[config.mk]
export PLATFORM = sky130hd
export DESIGN_NAME = online_ccm_pipe
export DESIGN_NICKNAME = d
export VERILOG_FILES = /design/src/rtl/online_ccm_pipe.sv
export SDC_FILE = /design/constraint.sdc
export NUM_CORES = 1
export LEC_CHECK = 0
export ABC_AREA = 1
export ABC_CLOCK_PERIOD_IN_PS = 4210
export BUFFER_PORTS_ARGS = -buffer_cell sky130_fd_sc_hd__buf_2
export CAP_MARGIN = 0
export CORE_ASPECT_RATIO = 0.5
export CORE_MARGIN = 2
export CORE_UTILIZATION = 40
export DETAILED_ROUTE_END_ITERATION = 12
export GPL_TIMING_DRIVEN = 1
export PLACE_DENSITY = 0.72
export SETUP_SLACK_MARGIN = 0.4
export SYNTH_ARGS = -nofsm -noshare
export SYNTH_HDL_FRONTEND = slang
export SYNTH_SLANG_ARGS = --single-unit
[constraint.sdc]
create_clock -name clk -period 4.21 [get_ports clk]
set_input_delay 0.842 -clock clk [delete_from_list [all_inputs] [get_ports clk]]
set_output_delay 0.842 -clock clk [all_outputs]
set_load 0.005 [all_outputs]
[src/rtl/online_ccm_pipe.sv]
// online_ccm_pipe -- pipelined online constant-coefficient multiplier.
//
// y = C * x with C = (+/-)2^S0 (+/-) 2^S1 [(+/-) 2^S2], all operands in
// redundant signed-digit form (digit k = bits [2k+1:2k], value p - n).
// Three registered stages with a valid/ready handshake:
//   R0 holds x, R1 = t0 + t1, R2 = R1 + t2 (= y).
//
// Ports:
//   clk, rst_n      clock, asynchronous active-low reset
//   in_valid/ready  operand handshake, x = 2*Stage-bit SD operand
//   out_valid/ready result handshake,  y = 2*(Stage+S0+2)-bit SD product
//   busy            any stage holds valid data

// Carry-free radix-2 SD adder (two full-adder layers, PPM then MMP).
// Result has one more digit than the operands; cin is a +1 at digit 0.
module online_adder #(
  parameter int N = 4
) (
  input  logic [2*N-1:0] a,
  input  logic [2*N-1:0] b,
  input  logic           cin,
  output logic [2*N+1:0] s
);
  logic [N:0]   h;   // positive transfer out of layer 1
  logic [N-1:0] u;   // negative interim digit of layer 1
  logic [N:0]   zp;  // positive digit of layer 2
  logic [N:0]   zn;  // negative transfer out of layer 2

  always_comb begin
    h  = '0;
    u  = '0;
    zp = '0;
    zn = '0;
    h[0] = cin;
    // Layer 1: a_p + b_p - a_n = 2*h[k+1] - u[k] (negative input inverted).
    for (int k = 0; k < N; k++) begin
      h[k+1] = (a[2*k+1] & b[2*k+1]) | (a[2*k+1] & ~a[2*k]) | (b[2*k+1] & ~a[2*k]);
      u[k]   = ~(a[2*k+1] ^ b[2*k+1] ^ ~a[2*k]);
    end
    // Layer 2: h[k] - u[k] - b_n = zp[k] - 2*zn[k+1] (positive input inverted).
    for (int k = 0; k < N; k++) begin
      zn[k+1] = (~h[k] & u[k]) | (~h[k] & b[2*k]) | (u[k] & b[2*k]);
      zp[k]   = ~(~h[k] ^ u[k] ^ b[2*k]);
    end
    zp[N] = h[N];
    for (int k = 0; k <= N; k++) begin
      s[2*k+1] = zp[k];
      s[2*k]   = zn[k];
    end
  end
endmodule

module online_ccm_pipe #(
  parameter int Stage = 4,
  parameter int S0    = 5,
  parameter int S1    = 3,
  parameter int S2    = 2,
  parameter bit NEG0  = 1'b0,
  parameter bit NEG1  = 1'b0,
  parameter bit NEG2  = 1'b0,
  parameter bit EN2   = 1'b1
) (
  input  logic                      clk,
  input  logic                      rst_n,
  input  logic                      in_valid,
  output logic                      in_ready,
  input  logic [2*Stage-1:0]        x,
  output logic                      out_valid,
  input  logic                      out_ready,
  output logic [2*(Stage+S0+2)-1:0] y,
  output logic                      busy
);
  localparam int XW  = 2*Stage;
  localparam int TN  = Stage + S0;   // digits of an aligned term
  localparam int TW  = 2*TN;
  localparam int R1W = 2*(TN+1);
  localparam int YW  = 2*(TN+2);

  if (S1 > S0 || S2 > S0) begin : g_bad_shift
    $error("online_ccm_pipe: S0 must be the largest shift");
  end

  // Shift x up by sh digits into a TN-digit term; negation swaps p/n.
  function automatic logic [TW-1:0] align(input logic [XW-1:0] xv, input int sh,
                                          input bit neg);
    logic [TW-1:0] t;
    t = TW'(xv) << (2*sh);
    if (neg) begin
      for (int k = 0; k < TN; k++) t[2*k +: 2] = {t[2*k], t[2*k+1]};
    end
    return t;
  endfunction

  logic [2:0]     vld_pipe_q, vld_pipe_d;
  logic [XW-1:0]  x0_q, x0_d, x1_q, x1_d;
  logic [R1W-1:0] r1_q, r1_d;
  logic [YW-1:0]  r2_q, r2_d;
  logic           ld0, ld1, ld2;
  logic [TW-1:0]  t0, t1, t2;
  logic [R1W-1:0] sum1, t2e;
  logic [YW-1:0]  sum2;

  // Backpressure chain: a stage may load when empty or when its successor loads.
  always_comb begin
    ld2 = ~vld_pipe_q[2] | out_ready;
    ld1 = ~vld_pipe_q[1] | ld2;
    ld0 = ~vld_pipe_q[0] | ld1;
  end

  always_comb begin
    t0  = align(x0_q, S0, NEG0);
    t1  = align(x0_q, S1, NEG1);
    t2  = EN2 ? align(x1_q, S2, NEG2) : '0;
    t2e = {2'b00, t2};
  end

  online_adder #(.N(TN))   u_add1 (.a(t0),   .b(t1),  .cin(1'b0), .s(sum1));
  online_adder #(.N(TN+1)) u_add2 (.a(r1_q), .b(t2e), .cin(1'b0), .s(sum2));

  always_comb begin
    vld_pipe_d = vld_pipe_q;
    x0_d       = x0_q;
    x1_d       = x1_q;
    r1_d       = r1_q;
    r2_d       = r2_q;
    if (ld0) begin
      vld_pipe_d[0] = in_valid;
      if (in_valid) x0_d = x;
    end
    if (ld1) begin
      vld_pipe_d[1] = vld_pipe_q[0];
      if (vld_pipe_q[0]) begin
        r1_d = sum1;
        x1_d = x0_q;   // x travels with R1 so stage 2 can form t2
      end
    end
    if (ld2) begin
      vld_pipe_d[2] = vld_pipe_q[1];
      if (vld_pipe_q[1]) r2_d = sum2;
    end
  end

  always_ff @(posedge clk or negedge rst_n) begin
    if (!rst_n) begin
      vld_pipe_q <= '0;
      x0_q       <= '0;
      x1_q       <= '0;
      r1_q       <= '0;
      r2_q       <= '0;
    end else begin
      vld_pipe_q <= vld_pipe_d;
      x0_q       <= x0_d;
      x1_q       <= x1_d;
      r1_q       <= r1_d;
      r2_q       <= r2_d;
    end
  end

  assign in_ready  = ld0;
  assign out_valid = vld_pipe_q[2];
  assign y         = r2_q;
  assign busy      = |vld_pipe_q;
endmodule

After elaboration in Yosys (flattened, before gate mapping) --
Index checks and enable logic that the tools add are counted.
Word-level totals: bits in registers 49, latch bits 0, memory bits (writable) 0, ROM bits 0, input bits 12, output and inout bits 25, word-level logic and storage cells 169, memories 0
Cells by class: $add $sub $neg 0, $mul 0, div/mod/pow operators 0, $lt $le $gt $ge 0, equality and inequality tests 0, shifts and indexed selects 0, mux-type cells 0, bitwise operators 158, reductions and logical operators 4
Operators by type and width (count):
- $not 1->1 | 49
- $and 1x1->1 | 45
- $xor 1x1->1 | 35
- $or 1x1->1 | 29
- $reduce_and 2->1 | 3
- $reduce_or 3->1 | 1

Depth between registers and ports, before layout --
depth in word-level cells 8, gate-level depth with buffers 6, mapped depth without buffers 6

Cells and area by module --
A second synthesis with hierarchy kept.
Second synthesis, totals: cell total of the unflattened synthesis 384, area, all modules 3480.8 sq um
Modules (own cells, without submodules):
- online_ccm_pipe | times used 1, cells each 266, area an instance 2412.3 sq um, sequential area each 1526.5 sq um
- online_adder (u_add2) | times used 1, cells each 62, area an instance 561.8 sq um, sequential area each 0.0 sq um
- online_adder (u_add1) | times used 1, cells each 56, area an instance 506.7 sq um, sequential area each 0.0 sq um

Least setup slack after synthesis --
No wires, ideal clock.
path kind input-to-output, from input out_ready, to output in_ready, data arrival time 1.161 ns, required time 3.368 ns, setup slack 2.207 ns, cell stages on the path 3, buffers on the path 1, cells stage by stage inv_1 nand4_1 buf_2
On the way: word-level cells in the longest chain between the ends 3
RTL lines:
- start, declared | RTL line 69 | input logic out_ready,
- $or 1x1->1 | RTL line 105 | ld2 = ~vld_pipe_q[2] | out_ready;
- $or 1x1->1 | RTL line 106 | ld1 = ~vld_pipe_q[1] | ld2;
- $or 1x1->1 | RTL line 107 | ld0 = ~vld_pipe_q[0] | ld1;
- end, declared | RTL line 66 | output logic in_ready,
Every way passes these cells.

Worst setup path after layout --
Ends and elaborated chain as after synthesis.

==> flow_summary.toml <==
[sta]
final_hold_viol_count = 0
rsz0062_at_grt = "no"
worstMarginPinSlew_ns = 1.04
layout_setup_ws_ns = 1.67
clock_skew_ns = 0.00645
whs_ns = 0.466
period_minus_slack_ns = 2.54
setup_tns_ns = 0
finalCritPeriodShare_pct = 60.3
finalMaxSlewViolations = 0
maxSlewHeadroom_pct = 30.8
setup_violations = 0
fmax_mhz = 394

[placement]
numPortBuffers = 31
gp_congestion = 0.777
place_hpwl_microns = 3080
dp_slack_ns = 1.68

[clock_tree]
clock_sinks = 49
hold_buffers = 0
cts_resized = 0
insertion_delay_ns = 0.29
path_clk_slew_ns = 0.06
cts-buffers-inserted = 5
cts_tree = "done"
postCtsSetupBuffers = 0
cts_buffer_depth = 2
cts-root-buf = "clkbuf_16"
htreeDepth = 2

[route]
drc = 0
detail-route-antenna-nets = 0
wl_per_cell_microns = 12.0
vias_per_cell = 4.59
firstDrtPassIters = 4
drtIter0Drc = 86
vias = 1644
wirelength_microns = 4290

[floorplanning]
die-area_sq_um = 6690
die_x_microns = 114
core-area_sq_um = 5630
num_rows = 19
initial_core_util_pct = 42.7
die_h_microns = 58.9
io-pin-count = 37

[outcome]
status = "finished clean"

[min_path]
hold_class = "reg2reg"

[power_and_ir_drop]
power.leakage_uw = 0.00151
total_power_uw = 1890
vdd_drop_max_mv = 0.210
power_density_nw_per_um2 = 690

[worst_setup_path]
worst_path_max_delay_cell = "nand4_1"
critPathKind = "in2out"
rrSetupSlack_ns = 2.27
worstPathArrival_ns = 1.70
worstPathMaxFanout = 11
required_ns = 3.37
worst_path_largest_cell_delay_ns = 0.38
cp-end-kind = "primary output"
path_common_cell = "buf_2"
crit_chain = "buf_2, inv_1, nand4_1, buf_2"
start_kind = "primary input"

[yosys]
yosys.area.top_type = "dfrtp_1"
ys.flop_type = "dfrtp_1"
synth-seq-cells = 49
seq_area_frac_synth_pct = 50.9
syn_avg_cell_area_sq_um = 9.33
async_flop_share_pct = 100
netlist_area_sq_um = 2410
ys_top_cells_by_count = "79 x nand2_1, 49 x dfrtp_1, 38 x inv_1, 27 x nand3_1, 19 x o21ai_0"
synth_most_common_cell = "nand2_1"
ys_types = 15
synth_top_cell_area_share_pct = 50.9
syn_inst = 258
synth_area_leaders = "dfrtp_1 51%, nand2_1 12%, fa_1 8.3%, ha_1 7.8%, inv_1 5.9%"
synth_warnings = 0
synth_edf_count = 0

[global_routing]
first_global_vias = 1578
antenna_found_initial = 0
gr-usage-all-layers_pct = 14.6
grt_max_degree = 50
grt_overflow = 0
grt_pass1_wl_microns = 7590

[layout]
num-nets-final = 321
drive_gt1_share_pct = 13.7
fill_cells = 521
diodes = 0
utilization_pct = 48.7
area_growth_pct = 13.9

[job]
max_cap_viol_count = 0
-- critical path, delay by kind of cell --
family	cells	cell delay [ns]
buffers and inverters	3	0.47
AND/OR/NAND/NOR	1	0.38
-- path summary, 6_finish.rpt --
path                       cells after the start             to           from
min in group asynchronous                      1  vld_pipe_q[0]          rst_n
hold reg to reg                                2          y[20]          y[20]
hold / removal                                 2          y[20]          y[20]
max in group asynchronous                      1       r1_q[13]          rst_n
setup / recovery                               4       in_ready      out_ready
setup reg to reg                               3        x1_q[6]  vld_pipe_q[1]
-- report_power, final --
| group | internal [uW] | total (uW) | switching (uW) |
|---|---|---|---|
| sequential | 654 | 784 | 130 |
| combinational | 280 | 651 | 371 |
| clock | 297 | 456 | 160 |
-- cells in the final DEF, fill, tap and decap left out --
cell	n
bufinv_16	1
nor2_1	1
clkbuf_1	1
o21ai_1	1
dfrtp_1	49
conb_1	5
ha_1	15
nand3_1	27
nand2_2	1
o21ai_0	19
nand2_1	79
clkbuf_16	5
inv_1	38
buf_2	31
clkbuf_8	1
fa_1	10
nand4_1	1
-- registers in the layout, indices dropped and copies added, names as in the netlist --
| name | flops |
|---|---|
| x0_q | 8 |
| vld_pipe_q | 3 |
| r1_q | 13 |
| x1_q | 8 |
| y | 17 |
-- area by class of cell --
cell class,count,area [sq um],area share (%)
inverter,38,143,5.20
sequential,49,1230,44.7
clock inverter,1,30.0,1.09
multi-input combinational,159,955,34.8
clock buffer,7,143,5.20
timing repair buffer,31,155,5.66
tap,73,91.3,3.33
-- layer usage --
| layer | part of all wire (%) | GRT usage, % | wire (microns) | vias to the layer above |
|---|---|---|---|---|
| li1 | - | - | - | 837 |
| met1 | 50 | 20.6 | 2140 | 751 |
| met2 | 41 | 22.4 | 1780 | 49 |
| met3 | 7.0 | 3.71 | 302 | 7 |
| met4 | 1.4 | 4.70 | 61 | 0 |
| met5 | 0 | 0 | 0 | - |
-- cell families after synthesis --
group,count (synthesis),synth area share (%)
buf+inv,54,10.0
simple gates,109,18.6
fa+ha+maj,25,16.1
compound gates,20,4.16
flops,49,50.9
other cells,1,0.156
-- stage by stage --
| step | cells | area [sq um] |
|---|---|---|
| 2_1_floorplan | 262 | 2420 |
| 3_3_place_gp | 350 | 2570 |
| 3_5_place_dp | 350 | 2570 |
| 4_1_cts | 358 | 2740 |
| 5_1_grt | 358 | 2740 |
| 6_report | 358 | 2740 |
Note: power is estimated with default switching activity, not from simulation.
